### src/rtl/pipe_pkg.sv
// pipe_pkg: shared EX/MEM control-bit indices and the default-width bundle type.
package pipe_pkg;
  localparam int CTRL_W = 5;
  localparam int CTRL_REGWRITE = 0;
  localparam int CTRL_MEMTOREG = 1;
  localparam int CTRL_MEMREAD = 2;
  localparam int CTRL_MEMWRITE = 3;
  localparam int CTRL_FWD = 4;
  typedef struct packed {
    logic [31:0] alu_out;
    logic [31:0] store_data;
    logic [4:0] rw;
    logic [CTRL_W-1:0] ctrl;
  } exmem_t;
endpackage

### src/rtl/skid_buffer_2.sv
// skid_buffer_2: generic 2-entry valid/ready buffer, falling-edge state, registered in_ready.
module skid_buffer_2 #(
  parameter int W = 8
) (
  input  logic         clk,
  input  logic         rst,
  input  logic         flush,
  input  logic         in_valid,
  output logic         in_ready,
  input  logic [W-1:0] in_data,
  output logic         out_valid,
  input  logic         out_ready,
  output logic [W-1:0] out_data
);
  logic skid_valid;
  logic [W-1:0] skid_data;
  logic acc, ret;
  assign in_ready = ~skid_valid;
  assign acc = in_valid & ~skid_valid;
  assign ret = out_valid & out_ready;
  always_ff @(negedge clk or posedge rst) begin
    if (rst) begin
      out_valid <= 1'b0;
      skid_valid <= 1'b0;
      out_data <= '0;
      skid_data <= '0;
    end else if (flush) begin
      out_valid <= 1'b0;
      skid_valid <= 1'b0;
    end else if (~out_valid | ret) begin
      // a held skid entry implies main stays valid, so only the data moves
      if (skid_valid) begin
        out_data <= skid_data;
        skid_valid <= 1'b0;
      end else begin
        out_valid <= acc;
        if (acc) out_data <= in_data;
      end
    end else if (acc) begin
      skid_valid <= 1'b1;
      skid_data <= in_data;
    end
  end
endmodule

### src/rtl/exe_mem_skid_reg.sv
// exe_mem_skid_reg: EX/MEM stage register with skid buffer, rw==0 squash and bubble masking.
// Optional saturating stall counter enabled by defining STALL_CNT_EN.
module exe_mem_skid_reg
  import pipe_pkg::*;
#(
  parameter int DATA_W = 32,
  parameter int RW_W = 5,
  parameter int CNT_W = 16
) (
  input  logic              clk,
  input  logic              Reset,
  input  logic              flush,
  input  logic              in_valid,
  output logic              in_ready,
  input  logic [DATA_W-1:0] in_alu_out,
  input  logic [DATA_W-1:0] in_store_data,
  input  logic [RW_W-1:0]   in_rw,
  input  logic [CTRL_W-1:0] in_ctrl,
  output logic              out_valid,
  input  logic              out_ready,
  output logic [DATA_W-1:0] out_alu_out,
  output logic [DATA_W-1:0] out_store_data,
  output logic [RW_W-1:0]   out_rw,
  output logic [CTRL_W-1:0] out_ctrl,
  output logic [CNT_W-1:0]  stall_count
);
  typedef struct packed {
    logic [DATA_W-1:0] alu_out;
    logic [DATA_W-1:0] store_data;
    logic [RW_W-1:0] rw;
    logic [CTRL_W-1:0] ctrl;
  } bundle_t;
  bundle_t d, q;
  always_comb begin
    d = '{alu_out: in_alu_out, store_data: in_store_data, rw: in_rw, ctrl: in_ctrl};
    d.ctrl[CTRL_REGWRITE] = in_ctrl[CTRL_REGWRITE] & (|in_rw);
  end
  skid_buffer_2 #(.W($bits(bundle_t))) u_buf (
    .clk(clk),
    .rst(Reset),
    .flush(flush),
    .in_valid(in_valid),
    .in_ready(in_ready),
    .in_data(d),
    .out_valid(out_valid),
    .out_ready(out_ready),
    .out_data(q)
  );
  assign out_alu_out = q.alu_out;
  assign out_store_data = q.store_data;
  assign out_rw = q.rw;
  assign out_ctrl = out_valid ? q.ctrl : '0;
`ifdef STALL_CNT_EN
  logic [CNT_W-1:0] cnt;
  always_ff @(negedge clk or posedge Reset) begin
    if (Reset) cnt <= '0;
    else if (out_valid & ~out_ready & ~&cnt) cnt <= cnt + 1'b1;
  end
  assign stall_count = cnt;
`else
  assign stall_count = '0;
`endif
endmodule

### config.mk
export PLATFORM = sky130hd
export DESIGN_NAME = exe_mem_skid_reg
export DESIGN_NICKNAME = d
export VERILOG_FILES = /design/src/rtl/pipe_pkg.sv /design/src/rtl/skid_buffer_2.sv /design/src/rtl/exe_mem_skid_reg.sv
export SDC_FILE = /design/constraint.sdc
export NUM_CORES = 1
export LEC_CHECK = 0
export BUFFER_PORTS_ARGS = -buffer_cell sky130_fd_sc_hd__buf_2
export CORE_MARGIN = 2
export CORE_UTILIZATION = 54
export DETAILED_ROUTE_END_ITERATION = 8
export GPL_TIMING_DRIVEN = 0
export PLACE_DENSITY_LB_ADDON = 0.3
export SYNTH_ARGS = -nofsm -noshare
export SYNTH_HDL_FRONTEND = slang
export SYNTH_SLANG_ARGS = --single-unit
### constraint.sdc
create_clock -name clk -period 6.1 [get_ports clk]
set_input_delay 1.83 -clock clk [delete_from_list [all_inputs] [get_ports clk]]
set_output_delay 1.83 -clock clk [all_outputs]
set_load 0.03 [all_outputs]
==> impl_metrics.yaml, run 1 <==
pwr:
  ir_worst_vdd_uv: 190
  p_leak_uw: 0.00418
  powerDensity_nw_per_um2: 343
synth:
  ys.flop_type: "dfrtn_1"
  synth.most_common_cell: "dfrtn_1"
  synth-edff-count: 0
  synth_top_area_cell: "dfrtn_1"
  yosys_warnings: 0
  yosys-top-cells-area: "dfrtn_1 51%, mux2_4 11%, a21oi_1 10%"
  synthArstFlopShare: 1.00
  synth_common_cells: "150 x dfrtn_1, 149 x a21oi_1, 88 x buf_4"
  synth_cell_type_count: 26
  synthCells: 594
  synth_seq_cells: 150
  synth_top_area_share: 0.512
  yosysSeqAreaShare: 0.512
  syn_avg_cell_area_um2: 12.3
  netlist_area_um2: 7330
critical_path:
  crit_path_end_kind: "output port"
  cp.required_ns: 4.27
  critPathKind: "register to output port"
  critPathLaunchType: "register"
  r2r_start: "u_buf.out_valid"
  reg2reg_slack_ns: 4.15
  critical_path_arrival_ns: 4.31
  crit_fanout: 7
  timing.rr.end: "u_buf.skid_data[71]"
  reg2regPathDepth: 6
floorplan:
  die-area_um2: 14500
  pin_count: 171
  row_count: 42
  start_util: 0.553
  dieWidth_um: 121
  core_area_um2: 13200
  die_h_um: 121
routing:
  ant_nets: 0
  drc: 0
  wirelength_mm: 16.5
  vias_per_cell: 5.14
  drtPass1Iterations: 4
  via_count: 5024
  wl_per_cell_um: 16.9
  drt_iter0_markers: 247
cells_and_area:
  drive_gt1_frac: 0.466
  nets: 868
  area_growth_pct: 24.4
  utilization: 0.688
  fin_area_um2: 9110
cts:
  tritoncts: "built"
  h-tree-depth: 4
  cts_hold_buf: 0
  clock_sinks: 150
  clkTransAtPathRegs_ns: 0.04
  cts_max_path_buffers: 2
  cts_root_buffer: "clkbuf_16"
  insertion_delay_ns: 0.39
  numCtsBuffers: 17
timing:
  hold_viol: 0
  rsz0062_at_grt: "yes"
  drv_slew: 0
  slew_headroom: 0.615
  worst_pin_slew_ns: 0.577
  setup_viol: 5
  fin_skew_ns: 0.00330
  fin_ws_ns: -0.0404
grt:
  grtUsageMet3: 0.0613
  grt_util_met1: 0.306
  grt_max_degree: 43
  grt_pass1_wl_mm: 26.8
  grt_overflow: 0
  grt_busiest_layer: "met2"
  grt_usage: 0.238
  antenna_found_initial: 1
  grtUsageMet2: 0.392
  grt_pass1_vias: 5373
worst_hold_path:
  hold-path-cell-count: 1
  whs_endpoint: "u_buf.skid_data[48]"
  hold_start: "u_buf.skid_data[48]"
  holdCritPathClass: "register to register"
job:
  cap_violations: 0
placement:
  gp_routability_congestion: 0.787
  portBuffers: 154
  hpwlAfterDp_mm: 11.6
  placed_cell_area_um2: 8460
status:
  outcome: "finished, violations left"
  violations: "negative setup slack"
report_power, final:
| part | switching [uW] | internal, uW |
|---|---|---|
| Clock | 383 | 621 |
| Sequential | 119 | 1220 |
| Combinational | 396 | 385 |
state kept, by name, summed over array words and instances (netlist names):
name / flops
u_buf.skid_data: 74
u_buf.out_data: 74
u_buf.out_valid: 1
u_buf.skid_valid: 1
final cells by class:
class | instances | area, um2
Antenna cell | 1 | 2.50
Buffer | 126 | 950
Clock buffer | 27 | 523
Clock inverter | 3 | 40.0
Fill cell | 1016 | 4130
Inverter | 4 | 18.8
Multi-Input combinational cell | 329 | 2700
Sequential cell | 150 | 3750
Tap cell | 176 | 220
Timing Repair Buffer | 161 | 911
cell families (layout without fill, tap and decap cells):
| family | after synthesis | in the layout | synth area share |
|---|---|---|---|
| AOI/OAI and AO/OA | 155 | 155 | 0.107 |
| other | 1 | 17 | 0.000512 |
| and+or+nand+nor | 11 | 11 | 0.0106 |
| DFF | 150 | 150 | 0.512 |
| buffers and inverters | 130 | 321 | 0.129 |
| muxes | 147 | 147 | 0.240 |
worst max-delay path, stage by stage, from the launching register on:
cell and delay [ns]:
dfrtn_1 0.55, and2_4 0.20, buf_6 0.12
layout by cell type, fill, tap and decap left out, types with 2 or more instances in the layout:
master	synthesis	final
buf_1	6	6
mux2_4	53	53
dfrtn_1	150	150
buf_12	6	11
o21ai_0	2	2
buf_6	0	7
mux2_2	14	14
and2_4	0	4
a21oi_1	149	149
mux2_1	6	6
conb_1	1	16
clkinv_2	0	2
buf_2	15	162
buf_4	88	90
clkbuf_1	10	14
mux2i_1	74	74
clkbuf_8	0	6
inv_1	4	2
clkbuf_16	0	17
routing by layer:
metal  routed length, um  share of wire  up-vias
met1                7010           0.42     2502
met4                 278          0.017        0
met5                   0              0        -
li1                    -              -     2367
met2                8290           0.50      132
met3                 936          0.057       23
worst max path at each step:
stage	start	endpoint	depth (start not counted)
2_1_floorplan	Reset	u_buf.out_data[0]	1
3_3_place_gp	Reset	u_buf.skid_data[31]	2
3_5_place_dp	flush	u_buf.out_data[60]	6
4_1_cts	u_buf.out_valid	out_ctrl[0]	2
5_1_grt	u_buf.out_valid	out_ctrl[0]	2
6_report	u_buf.out_valid	out_ctrl[0]	2
metrics by stage:
stage               TNS [ns]  hold WS, ns  setup slack (ns)  cells  total power, uW
floorplan             -83.18        0.419            -0.555    609             1920
global placement     -224.52        0.427             -1.38    939             2090
detailed placement    -20.88        0.436            -0.279    943             2130
CTS                   -0.300        0.436           -0.0652    975             3150
global route          -0.319        0.460           -0.0687    976             3270
finish                -0.181        0.433           -0.0404    977             3130
what timing repair did:
item | in CTS | in global routing
buffers inserted | 2 | 1
endpoints found under the hold margin | 0 | 0
pin swaps | 5 | 1
endpoints found under the setup margin | 7 | 6
cloned | 0 | 0
resized for setup | 21 | 1
No activity file was read; power rests on OpenSTA's default activity.
==> run 2: changes to the inputs <==
GPL_TIMING_DRIVEN = default   (was 0)
==> impl_metrics.yaml, run 2 (synthesized netlist as in run 1, its figures left out) <==
routing:
  vias_per_cell: 5.40
  wirelength_mm: 15.3
  drt_iter0_markers: 231
  via_count: 4697
  drtPass1Iterations: 5
  wl_per_cell_um: 17.6
  drc: 0
  ant_nets: 0
critical_path:
  timing.rr.end: "u_buf.out_data[69]"
  crit_path_end_kind: "output port"
  crit_fanout: 7
  critPathLaunchType: "register"
  critical_path_arrival_ns: 4.28
  reg2reg_slack_ns: 3.88
  r2r_start: "u_buf.skid_valid"
  critPathKind: "register to output port"
  reg2regPathDepth: 4
  cp.required_ns: 4.27
floorplan:
  core_area_um2: 13200
  dieWidth_um: 121
  row_count: 42
  pin_count: 171
  start_util: 0.553
  die_h_um: 121
  die-area_um2: 14500
placement:
  dpl.cell_count: 837
  hpwlAfterDp_mm: 9.76
  gp_routability_congestion: 0.799
  placed_cell_area_um2: 7800
  portBuffers: 154
cts:
  tritoncts: "built"
  insertion_delay_ns: 0.39
  h-tree-depth: 4
  cts_root_buffer: "clkbuf_16"
  cts_hold_buf: 0
  clock_sinks: 150
  cts_max_path_buffers: 2
  clkTransAtPathRegs_ns: 0.05
  numCtsBuffers: 17
timing:
  setup_viol: 5
  drv_slew: 0
  fin_skew_ns: 0.00815
  rsz0062_at_grt: "yes"
  slew_headroom: 0.273
  fin_ws_ns: -0.0147
  worst_pin_slew_ns: 1.09
  hold_viol: 0
grt:
  grt_pass1_vias: 4801
  antenna_found_initial: 1
  grt_pass1_wl_mm: 24.7
  grt_max_degree: 80
  grt_usage: 0.217
  grt_overflow: 0
cells_and_area:
  fin_area_um2: 8430
  nets: 759
  fin_cells: 870
  final_common_cell: "dfrtn_1"
  drive_gt1_frac: 0.410
  area_growth_pct: 15.0
  reg.largest.list: "u_buf.out_data: 74 flops, u_buf.skid_data: 74 flops"
  mostFrequentLayoutCells: "150 x dfrtn_1, 149 x buf_2, 148 x a21oi_1, 74 x mux2i_1, 53 x mux2_4"
status:
  violations: "negative setup slack"
  outcome: "finished, violations left"
worst_hold_path:
  holdCritPathClass: "register to register"
  hold-path-cell-count: 1
  hold_start: "u_buf.skid_data[28]"
  whs_endpoint: "u_buf.skid_data[28]"
job:
  cap_violations: 0
pwr:
  p_leak_uw: 0.00370
  powerDensity_nw_per_um2: 361
  ir_worst_vdd_uv: 185
-- run 2: layout make-up --
class,count,area [um2]
antenna,1,2.50
clock buffer,20,457
clock inverter,12,129
fill,1037,4810
inverter,4,18.8
multi-input combinational,329,2710
sequential,150,3750
tap,176,220
timing repair buffer,178,1140
-- run 2: worst max path at each step --
stage,start,to,slack (ns)
finish,u_buf.out_valid,out_ctrl[4],-0.01
global route,u_buf.out_valid,out_ctrl[4],-0.07
CTS,u_buf.out_valid,out_ctrl[3],-0.08
detailed placement,out_ready,u_buf.skid_data[17],-0.17
global placement,out_ready,u_buf.skid_data[69],-0.12
floorplan,Reset,u_buf.out_data[0],-0.55
-- run 2: worst max-delay path, stage by stage (launching register included) --
cell	delay (ns)
dfrtn_1	0.52
and2_4	0.19
buf_6	0.12
-- run 2: power breakdown --
| part | switching, uW | internal [uW] |
|---|---|---|
| combinational | 372 | 292 |
| sequential | 120 | 1220 |
| clock | 410 | 622 |
| total | 902 | 2140 |
-- run 2: repair_timing --
| action | in CTS | in global routing |
|---|---|---|
| setup buffers | 0 | 0 |
| endpoints found under the setup margin | 5 | 6 |
| gates cloned | 0 | 0 |
| gates resized for setup | 10 | 3 |
| pin swaps | 1 | 3 |
| endpoints found under the hold margin | 0 | 0 |
-- run 2: metal layers --
metal  track usage  part of all wire  vias to the layer above
li1              -                 -                     2158
met5             0                 0                        -
met1         0.292              0.44                     2351
met4        0.0894             0.019                        0
met3        0.0476             0.060                       26
met2         0.344              0.48                      162
-- run 2: through the flow --
| step | hold WS (ns) | total power [uW] | utilization | TNS [ns] | setup slack [ns] |
|---|---|---|---|---|---|
| finish | 0.435 | 3040 | 0.637 | -0.0584 | -0.0147 |
| global route | 0.464 | 3180 | 0.636 | -0.346 | -0.0730 |
| CTS | 0.438 | 3060 | 0.636 | -0.304 | -0.0766 |
| detailed placement | 0.441 | 2010 | 0.589 | -9.58 | -0.167 |
| global placement | 0.427 | 1980 | 0.589 | -7.05 | -0.118 |
| floorplan | 0.419 | 1920 | - | -83.18 | -0.555 |
